[config.mk]
export PLATFORM = sky130hd
export DESIGN_NAME = ring_freq_meter
export DESIGN_NICKNAME = d
export VERILOG_FILES = /design/src/rtl/ring_freq_pkg.sv /design/src/rtl/ring_tap_sync.sv /design/src/rtl/ring_freq_meter.sv
export SDC_FILE = /design/constraint.sdc
export NUM_CORES = 1
export LEC_CHECK = 0
export CAP_MARGIN = 10
export CORE_MARGIN = 8
export CORE_UTILIZATION = 56
export CTS_CLUSTER_DIAMETER = 30
export DETAILED_ROUTE_END_ITERATION = 10
export PLACE_DENSITY = 0.85
export SYNTH_ARGS = -nofsm -noshare
export SYNTH_HDL_FRONTEND = slang
export SYNTH_SLANG_ARGS = --single-unit
[constraint.sdc]
create_clock -name clk -period 2.6 [get_ports clk]
set_input_delay 0.78 -clock clk [delete_from_list [all_inputs] [get_ports clk]]
set_output_delay 0.78 -clock clk [all_outputs]
set_load 0.02 [all_outputs]
[src/rtl/ring_freq_pkg.sv]
// Shared types and constants for the ring-oscillator frequency meter.
// Free-running window mode is selected with RING_FREQ_CONTINUOUS_EN.
package ring_freq_pkg;

    typedef enum logic [1:0] {
        IDLE,
        SETTLE,
        GATE,
        DONE
    } state_t;

    localparam logic [2:0] TAP_DIV2   = 3'd0;
    localparam logic [2:0] TAP_DIV4   = 3'd1;
    localparam logic [2:0] TAP_DIV8   = 3'd2;
    localparam logic [2:0] TAP_DIV16  = 3'd3;
    localparam logic [2:0] TAP_DIV32  = 3'd4;
    localparam logic [2:0] TAP_DIV64  = 3'd5;
    localparam logic [2:0] TAP_DIV128 = 3'd6;
    localparam logic [2:0] MAX_SEL    = TAP_DIV128;

    localparam int DEF_SYNC_STAGES = 2;

    function automatic logic [2:0] sel_clamp(input logic [2:0] s);
        return (s > MAX_SEL) ? MAX_SEL : s;
    endfunction

endpackage

[src/rtl/ring_tap_sync.sv]
// Multi-flop synchroniser bringing one divided ring tap into clk.
// Async active-low reset clears the whole chain.
module ring_tap_sync #(
    parameter int STAGES = 2
) (
    input  logic clk,
    input  logic rst_n,
    input  logic d,
    output logic q
);

    logic [STAGES-1:0] chain;

    always_ff @(posedge clk or negedge rst_n) begin
        if (!rst_n) chain <= '0;
        else        chain <= {chain[STAGES-2:0], d};
    end

    assign q = chain[STAGES-1];

endmodule

[src/rtl/ring_freq_meter.sv]
// Gated edge counter for a selected ring-divider tap.
// RING_FREQ_CONTINUOUS_EN: self-starting back-to-back windows.
module ring_freq_meter
    import ring_freq_pkg::*;
#(
    parameter int CNT_W       = 16,
    parameter int GATE_W      = 16,
    parameter int GATE_CYCLES = 1000,
    parameter int SYNC_STAGES = DEF_SYNC_STAGES
) (
    input  logic             clk,
    input  logic             rst_n,
    input  logic [6:0]       clk_div_i,
    input  logic [2:0]       sel_i,
    input  logic             start_i,
    output logic             busy_o,
    output logic             done_o,
    output logic [CNT_W-1:0] count_o,
    output logic             ovf_o
);

`ifdef RING_FREQ_CONTINUOUS_EN
    localparam bit CONT = 1'b1;
`else
    localparam bit CONT = 1'b0;
`endif

    state_t            state;
    state_t            next_state;
    logic [2:0]        sel_q;
    logic [2:0]        sel_new;
    logic [GATE_W-1:0] win_cnt;
    logic [CNT_W-1:0]  edge_cnt;
    logic              ovf_flag;
    logic              tap;
    logic              sync_out;
    logic              sync_prev;
    logic              edge_det;
    logic              go;
    logic              resel;
    logic              settle_end;
    logic              gate_end;
    logic              load_sel;
    logic              publish;
    logic              clr_cnt;

    assign sel_new    = sel_clamp(sel_i);
    assign go         = CONT | start_i;
    assign resel      = sel_new != sel_q;
    assign settle_end = win_cnt == GATE_W'(SYNC_STAGES);
    assign gate_end   = win_cnt == GATE_W'(GATE_CYCLES - 1);
    assign tap        = clk_div_i[sel_q];
    assign edge_det   = sync_out & ~sync_prev;

    ring_tap_sync #(
        .STAGES(SYNC_STAGES)
    ) u_sync (
        .clk  (clk),
        .rst_n(rst_n),
        .d    (tap),
        .q    (sync_out)
    );

    always_ff @(posedge clk or negedge rst_n) begin
        if (!rst_n) state <= IDLE;
        else        state <= next_state;
    end

    always_comb begin
        next_state = state;
        unique case (state)
            IDLE:   if (go) next_state = SETTLE;
            SETTLE: if (settle_end) next_state = GATE;
            GATE:   if (gate_end) next_state = DONE;
            DONE: begin
                if (!CONT)      next_state = IDLE;
                else if (resel) next_state = SETTLE;
                else            next_state = GATE;
            end
            default: next_state = IDLE;
        endcase
    end

    always_comb begin
        load_sel = 1'b0;
        publish  = 1'b0;
        clr_cnt  = 1'b0;
        unique case (1'b1)
            state == IDLE: load_sel = go;
            state == DONE: begin
                publish  = 1'b1;
                clr_cnt  = 1'b1;
                load_sel = CONT;
            end
            default: ;
        endcase
    end

    // One counter times both the synchroniser flush and the gate window.
    always_ff @(posedge clk or negedge rst_n) begin
        if (!rst_n) begin
            win_cnt <= '0;
        end else if (state == SETTLE) begin
            win_cnt <= settle_end ? '0 : win_cnt + 1'b1;
        end else if (state == GATE) begin
            win_cnt <= gate_end ? '0 : win_cnt + 1'b1;
        end else begin
            win_cnt <= '0;
        end
    end

    always_ff @(posedge clk or negedge rst_n) begin
        if (!rst_n) begin
            sel_q     <= '0;
            sync_prev <= 1'b0;
        end else begin
            sync_prev <= sync_out;
            if (load_sel) sel_q <= sel_new;
        end
    end

    // Saturate rather than wrap; the flag marks an edge that was lost.
    always_ff @(posedge clk or negedge rst_n) begin
        if (!rst_n) begin
            edge_cnt <= '0;
            ovf_flag <= 1'b0;
        end else if (clr_cnt) begin
            edge_cnt <= '0;
            ovf_flag <= 1'b0;
        end else if (state == GATE && edge_det) begin
            if (&edge_cnt) ovf_flag <= 1'b1;
            else           edge_cnt <= edge_cnt + 1'b1;
        end
    end

    always_ff @(posedge clk or negedge rst_n) begin
        if (!rst_n) begin
            busy_o  <= 1'b0;
            done_o  <= 1'b0;
            count_o <= '0;
            ovf_o   <= 1'b0;
        end else begin
            done_o <= publish;
            if (state == IDLE && go) busy_o <= 1'b1;
            else if (publish)        busy_o <= CONT;
            if (publish) begin
                count_o <= edge_cnt;
                ovf_o   <= ovf_flag;
            end
        end
    end

endmodule

==> results.cfg, run 1 <==
[run_status]
status = finished, final reports clean

[timing]
min_period_ns = 2.250
setup_ws_ns = 0.3501
final_hold_viol_count = 0
fin_worst_skew_ns = 0.009066
whs_ns = 0.3539
worst-slew-pin-transition_ns = 0.7013
period_share_pct = 86.53
tns_ns = 0
max_freq_mhz = 444.5
setup_violations = 0
slew_violations = 0
rsz0062_at_grt = no
slew_headroom_pct = 53.25

[cells_and_area]
post_route_cells_drive_above_1_share_pct = 17.45
fillers = 388
final_common_cell = dfrtp_1
design_area_mm2 = 0.003538
syn2layout_area_growth_pct = 21.32
final_cell_mix = 60 x dfrtp_1, 30 x clkdlybuf4s50_1, 20 x nor2_1
fin_nets = 314
antenna_cells = 0

[synthesis]
synth-adder-area-share_pct = 3.432
synth_top_area_cell = dfrtp_1
yosys_register_bits = 60
yosysWarnings = 0
muxShareOfSynthArea_pct = 10.47
synth_compound_area_share_pct = 9.266
synth_top_family_by_area = simple AND/OR/NAND/NOR gates
yosysSeqAreaShare_pct = 51.48
synth_nets = 276
synth_area_mm2 = 0.002917
ys_async_sr_fraction_pct = 100.0
syn_area_per_cell_um2 = 11.44
synth_top_area_share_pct = 51.48
synth-xor-area-share_pct = 3.303
synth_edf_count = 0
syn_inst = 255
synth_simple_gate_area_share_pct = 19.69
synth-main-ff-cell = dfrtp_1
ys_types = 52
synthTopCellsByArea = dfrtp_1 51%, mux2_2 7.3%, ha_1 3.4%, nor2_1 2.6%, or4_1 2.6%

[clock_network]
cts_resized = 0
cts_tree = done
clock_path_buffers = 2
insertion_delay_ns = 0.34
cts_sinks = 60
root_buffer = clkbuf_8
post_cts_buffers = 0
hold_buffers = 0
htreeDepth = 3
cts_buffers = 9
clkTransAtPathRegs_ns = 0.07

[worst_setup_path]
required_ns = 2.85
cp_data_arrival_time_ns = 2.50
crit_path_end_kind = flop
cp_max_fo = 17
path_class = reg2reg
start_kind = flop

[placement]
hpwl_um = 4135
io_buffers = 31
gp_congestion = 0.8721
place_ws_ns = 0.3592
placed_cell_area_mm2 = 0.003313

[power]
leakage_nw = 1.549
finalPower_mw = 2.808
p_per_area_mw_per_mm2 = 793.5
ir_drop_mv = 0.4916

[grt]
grt.overflow.total = 0
grt_antenna_before_repair = 0
grt_max_degree = 41
grt_first_pass_wirelength_um = 10010
first_global_vias = 2134
grt.total_usage_pct = 16.79

[worst_hold_path]
hold_class = reg2reg

[floorplan]
core-area_mm2 = 0.005075
io_pins = 32
die-area_mm2 = 0.007773
initial_core_util_pct = 57.47
num_rows = 26
die_x_um = 88.17
die_h_um = 88.17

[route]
drtIter0Drc = 125
ant_nets = 0
routedWlPerCell_um = 15.84
drc_errors = 0
firstDrtPassIters = 4
via_count = 2163
routed_wl_um = 5830
drt-vias-per-instance = 5.878

[run]
drv_cap = 0
==> final timing paths <==
path                            slack (ns)                       from                        end  cells after the start
worst max-delay path                  0.35       state[0]$_DFFE_PN0P_   edge_cnt[11]$_DFFE_PN0P_                      6
worst min-delay path                  0.35  u_sync.chain[0]$_DFF_PN0_  u_sync.chain[1]$_DFF_PN0_                      0
worst max register to register        0.35       state[0]$_DFFE_PN0P_   edge_cnt[11]$_DFFE_PN0P_                      6
worst min register to register        0.35  u_sync.chain[0]$_DFF_PN0_  u_sync.chain[1]$_DFF_PN0_                      0
max in group asynchronous             1.63                      rst_n    edge_cnt[6]$_DFFE_PN0P_                      2
min in group asynchronous             0.39                      rst_n    count_o[14]$_DFFE_PN0P_                      1
==> through the flow <==
step           util [%]  instances
6_report          69.72        368
5_1_grt           69.72        368
4_1_cts           69.72        368
3_5_place_dp      65.29        352
3_3_place_gp      65.29        352
2_1_floorplan         -        255
==> cell families after synthesis <==
family          Yosys count
simple gates             93
flops                    60
compound gates           40
xor+xnor                 11
fa+ha+maj                 8
buf+inv                  17
mux                      26
==> routing by layer <==
metal | wire [um] | GRT usage (%) | share of wire, %
met5 | 0 | 0 | 0
met4 | 100 | 8.756 | 1.7
met3 | 313 | 4.690 | 5.4
met2 | 2762 | 25.59 | 47
met1 | 2654 | 21.16 | 46
==> sequential cells by signal, indices dropped and copies added (netlist names) <==
register,cells
busy_o,1
count_o,16
done_o,1
edge_cnt,16
ovf_flag,1
ovf_o,1
sel_q,3
state,2
sync_prev,1
u_sync.chain,2
win_cnt,16
==> report_power, final <==
group / internal, mW / switching, mW / total (mW)
logic: 0.304 / 0.412 / 0.716
clock network: 0.563 / 0.366 / 0.929
registers: 1.06 / 0.108 / 1.16
==> worst max-delay path, stage by stage (launching register included) <==
cell	delay [ns]
dfrtp_1	0.41
inv_1	0.12
ha_1	0.24
nand3b_4	0.19
a2111o_1	0.56
or4_1	0.45
a21oi_1	0.19
==> synthesized netlist by cell type (2+ instances only) <==
cell type	number
nand4_2	3
a21oi_1	13
and3_1	2
and4_1	4
o21ai_0	4
dfrtp_1	60
mux2_2	19
xnor2_1	4
inv_1	10
mux2i_1	2
o31ai_1	8
ha_1	8
a41oi_1	2
nor3_1	3
nor2b_1	4
nand3_2	2
or3_1	3
mux2_1	3
nor4_1	5
o41ai_1	2
clkbuf_1	4
or4_1	10
nor4b_1	2
nand4_1	2
nand2_1	16
nand3_1	8
o21a_1	2
xor2_1	7
nor2_1	20
==> final cells by class <==
type                            count  area (um2)  area share, %
Sequential cell                    60        1501          42.43
Tap cell                           70       87.58          2.475
Clock buffer                       10       137.6          3.890
Multi-Input combinational cell    178        1346          38.05
Inverter                           10       37.54          1.061
Clock inverter                      6       87.58          2.475
Timing Repair Buffer               34       340.3          9.618
(Power assumes the default switching activity.)
==> inputs of run 2 (changes only) <==
- CORE_UTILIZATION: 56 -> 55
- PLACE_DENSITY: 0.85 -> 0.84
- TNS_END_PERCENT: not set -> 30
==> run 2 against run 1 <==
  * Sequential share of layout area is 0.52 points higher
  * First-iteration DRC count rose by 18%
  * Clock power down 16%
  * Fmax up 1.3%
  * Hold slack barely moved
  * Worst setup slack improved by 0.028 ns
  * Highest routed layer unchanged
  * Wire length down 0.63%
  * Sequential cell count did not move
  * Via count down 1.2%
  * Non-clock buffer count up 1
==> results.cfg, run 2 (synthesis gave the netlist of run 1 again) <==
[route]
routed_wl_um = 5793
via_count = 2137
routedWlPerCell_um = 15.74
firstDrtPassIters = 4
drc_errors = 0
drt-vias-per-instance = 5.807
drtIter0Drc = 148
ant_nets = 0

[timing]
max_freq_mhz = 450.1
setup_violations = 0
slew_headroom_pct = 54.40
worst-slew-pin-transition_ns = 0.6788
min_period_ns = 2.222
fin_worst_skew_ns = 0.005212
whs_ns = 0.3541
final_hold_viol_count = 0
period_share_pct = 85.45
setup_ws_ns = 0.3782
slew_violations = 0
tns_ns = 0
rsz0062_at_grt = no

[grt]
grt_first_pass_wirelength_um = 10260
first_global_vias = 2211
grt.total_usage_pct = 16.91
grt.overflow.total = 0
grt_antenna_before_repair = 0
grt_max_degree = 39

[worst_setup_path]
critical-path-max-stage-delay_ns = 0.54
crit_path_end_kind = flop
cp_data_arrival_time_ns = 2.47
crit_family = compound AO/OA/AOI/OAI gates
worstSetupStartpoint = state[0]$_DFFE_PN0P_
start_kind = flop
required_ns = 2.85
cp_max_fo = 17
crit_slowest_cell = a2111o_1
path_class = reg2reg
worstPathCellList = inv_1, ha_1, nand3b_4, a2111o_1, or4_1, a21oi_1
rr_startpoint = state[0]$_DFFE_PN0P_
crit_buf_inv = 1

[cells_and_area]
final_cell_mix = 60 x dfrtp_1, 30 x clkdlybuf4s50_1, 20 x nor2_1
final_common_cell = dfrtp_1
finalNonFillerCells = 368
fin_nets = 315
register_area_mm2 = 0.001501
antenna_cells = 0
post_route_cells_drive_above_1_share_pct = 17.11
top_regs = count_o (16), edge_cnt (16), win_cnt (16)
syn2layout_area_growth_pct = 19.86
fillers = 398
multi_input_area_mm2 = 0.001346

[clock_network]
root_buffer = clkbuf_8
clkTransAtPathRegs_ns = 0.06
post_cts_buffers = 0
cts_buffers = 9
insertion_delay_ns = 0.33
htreeDepth = 3
cts_sinks = 60
clock_path_buffers = 2
cts_resized = 0
hold_buffers = 0
cts_tree = done

[placement]
io_buffers = 31
place_ws_ns = 0.3800
hpwl_um = 4072
gp_congestion = 0.8044
place_inst = 353

[floorplan]
core-area_mm2 = 0.005107
die-area_mm2 = 0.007889
die_h_um = 88.82
num_rows = 26
die_x_um = 88.82
io_pins = 32
initial_core_util_pct = 57.10

[power]
p_per_area_mw_per_mm2 = 758.6
ir_drop_mv = 0.5170
finalPower_mw = 2.652
leakage_nw = 1.543

[worst_hold_path]
min_from = u_sync.chain[0]$_DFF_PN0_
hold_class = reg2reg

[run]
drv_cap = 0

[run_status]
status = finished, final reports clean
run 2: cell count changes in the layout (fill, tap and decap cells not counted):
cell        delta
clkbuf_8       +3
clkinvlp_4     -3
buf_4          +2
bufinv_16      -2
buf_12         -1
clkbuf_1       +1
run 2: path summary, 6_finish.rpt:
path,end,slack (ns),cells past startpoint
min reg2reg,u_sync.chain[1]$_DFF_PN0_,0.35,0
min,u_sync.chain[1]$_DFF_PN0_,0.35,0
max in group asynchronous,sync_prev$_DFF_PN0_,1.55,2
min in group asynchronous,count_o[15]$_DFFE_PN0P_,0.40,1
max,edge_cnt[11]$_DFFE_PN0P_,0.38,6
max reg2reg,edge_cnt[11]$_DFFE_PN0P_,0.38,6
run 2: power breakdown:
group | total (mW) | switching (mW) | leakage, nW | internal, mW
logic | 0.713 | 0.412 | 0.629 | 0.302
registers | 1.16 | 0.106 | 0.815 | 1.06
clock network | 0.777 | 0.334 | 0.0986 | 0.444
total | 2.65 | 0.851 | 1.54 | 1.80
run 2: through the flow:
stage | utilization, % | instance area (um2)
2_1_floorplan | - | 2917
3_3_place_gp | 64.77 | 3308
3_5_place_dp | 64.77 | 3308
4_1_cts | 68.45 | 3496
5_1_grt | 68.45 | 3496
6_report | 68.45 | 3496
run 2: layout make-up:
type                       count  area share [%]
clock buffer                  14           5.225
clock inverter                 1          0.1432
inverter                      10           1.074
multi-input combinational    178           38.51
sequential                    60           42.95
tap                           70           2.505
timing repair buffer          35           9.592
run 2: per-layer routing:
metal	wire length, um	GRT usage [%]
met1	2694	20.64
met2	2728	26.75
met3	212	3.528
met4	159	10.29
met5	0	0
==> inputs of run 3 (changes only) <==
- CORE_MARGIN: 8 -> 2
==> run 3 against run 2 <==
  * Non-clock buffer count is 1 lower
  * Count of clock-buffer cells in the layout is 1 higher
  * Hold slack worse by 0.0011 ns
  * Design area hardly changed
  * Worst setup slack better by 0.060 ns
  * Wire length is 9.7% lower
  * Largest cell class unchanged
==> results.cfg, run 3 (synthesis gave the netlist of run 1 again) <==
[power]
swShare_pct = 31.95
leakage_nw = 1.538
ir_drop_mv = 0.6827
p_int_mw = 1.783
finalPower_mw = 2.620
p_switching_mw = 0.8372
pwr-share-comb_pct = 27.0
pwr-share-clk_pct = 28.8
p_seq_share_pct = 44.2
p_per_area_mw_per_mm2 = 749.8

[timing]
period_share_pct = 83.13
setup_ws_ns = 0.4386
slew_violations = 0
worst-slew-pin-transition_ns = 0.7213
fin_worst_skew_ns = 0.006690
max_freq_mhz = 462.7
slew_headroom_pct = 51.54
setup_violations = 0
tns_ns = 0
final_hold_viol_count = 0
min_period_ns = 2.161
rsz0062_at_grt = no

[cells_and_area]
final_common_cell = dfrtp_1
post_route_cells_drive_above_1_share_pct = 16.44
syn2layout_area_growth_pct = 19.82
top_regs = count_o (16), edge_cnt (16), win_cnt (16)
fin_nets = 314
fillers = 395
register_area_mm2 = 0.001501
multi_input_area_mm2 = 0.001346
antenna_cells = 0
final_cell_mix = 60 x dfrtp_1, 30 x clkdlybuf4s50_1, 20 x nor2_1

[clock_network]
post_cts_buffers = 0
cts_sinks = 60
clock_path_buffers = 2
cts_tree = done
cts_resized = 0
root_buffer = clkbuf_8
clkTransAtPathRegs_ns = 0.06
cts_buffers = 9
hold_buffers = 0
htreeDepth = 3
insertion_delay_ns = 0.32

[worst_setup_path]
ff2ff_path_depth = 6
start_kind = flop
cp_max_fo = 17
required_ns = 2.85
path_class = reg2reg
r2r_setup_slack_ns = 0.44
crit_path_end_kind = flop
r2r-end = edge_cnt[15]$_DFFE_PN0P_
cp_data_arrival_time_ns = 2.41
rr_startpoint = state[0]$_DFFE_PN0P_

[run]
drv_cap = 0

[floorplan]
die-area_mm2 = 0.005901
core-area_mm2 = 0.005107
die_x_um = 76.82
die_h_um = 76.82
initial_core_util_pct = 57.10
num_rows = 26
io_pins = 32

[grt]
grt_max_degree = 39
grt.total_usage_pct = 19.14
first_global_vias = 2032
grt_antenna_before_repair = 0
grt.overflow.total = 0
grt_first_pass_wirelength_um = 9156

[worst_hold_path]
whs_endpoint = u_sync.chain[1]$_DFF_PN0_
hold_class = reg2reg
hold_depth = 0
min_from = u_sync.chain[0]$_DFF_PN0_

[route]
routedWlPerCell_um = 14.21
drtIter0Drc = 145
ant_nets = 0
drt-vias-per-instance = 5.698
via_count = 2097
drc_errors = 0
firstDrtPassIters = 4
routed_wl_um = 5231

[placement]
hpwl_um = 3634
place_ws_ns = 0.4573
gp_congestion = 0.8078
io_buffers = 31

[run_status]
status = finished, final reports clean
[run 3: stage by stage]
step / instances / instance area (um2) / utilization [%] / hold slack [ns]
finish: 368 / 3495 / 68.42 / 0.3530
global route: 368 / 3495 / 68.42 / 0.3630
CTS: 368 / 3495 / 68.42 / 0.3567
detailed placement: 352 / 3313 / 64.87 / 0.3411
global placement: 352 / 3313 / 64.87 / 0.3360
floorplan: 255 / 2917 / - / 0.3312
[run 3: worst max-delay path by stage]
stage	slack (ns)	startpoint	endpoint	cells past startpoint
floorplan	0.69	state[0]$_DFFE_PN0P_	edge_cnt[13]$_DFFE_PN0P_	6
global placement	0.53	state[0]$_DFFE_PN0P_	edge_cnt[13]$_DFFE_PN0P_	6
detailed placement	0.46	state[0]$_DFFE_PN0P_	edge_cnt[15]$_DFFE_PN0P_	6
CTS	0.44	state[0]$_DFFE_PN0P_	edge_cnt[15]$_DFFE_PN0P_	6
global route	0.31	state[0]$_DFFE_PN0P_	edge_cnt[13]$_DFFE_PN0P_	6
finish	0.44	state[0]$_DFFE_PN0P_	edge_cnt[15]$_DFFE_PN0P_	6
[run 3: layout make-up]
| cell class | count | share of cell area (%) |
|---|---|---|
| Clock buffer | 15 | 5.048 |
| Clock inverter | 1 | 0.1432 |
| Multi-Input combinational cell | 178 | 38.52 |
| Sequential cell | 60 | 42.96 |
| Inverter | 10 | 1.074 |
| Timing Repair Buffer | 34 | 9.739 |
| Tap cell | 70 | 2.506 |
[run 3: routing by layer]
| metal | wire (um) | up-vias | global-route usage [%] |
|---|---|---|---|
| li1 | - | 1020 | - |
| met1 | 2564 | 1029 | 27.05 |
| met2 | 2412 | 41 | 29.30 |
| met3 | 180 | 7 | 3.529 |
| met4 | 73 | 0 | 7.636 |
| met5 | 0 | - | 0 |
[run 3: power groups by stage]
| stage | Sequential (mW) | Clock (mW) | Combinational, mW |
|---|---|---|---|
| floorplan | 1.18 | 0 | 0.495 |
| global placement | 1.17 | 0 | 0.687 |
| detailed placement | 1.18 | 0 | 0.714 |
| CTS | 1.16 | 0.771 | 0.716 |
| global route | 1.18 | 0.820 | 0.794 |
| finish | 1.16 | 0.754 | 0.707 |
[run 3: critical path: stages, from the launching register on]
cell and delay, ns:
dfrtp_1 0.41, inv_1 0.11, ha_1 0.24, nand3b_4 0.19, a2111o_1 0.55, or4_1 0.42
a21oi_1 0.15
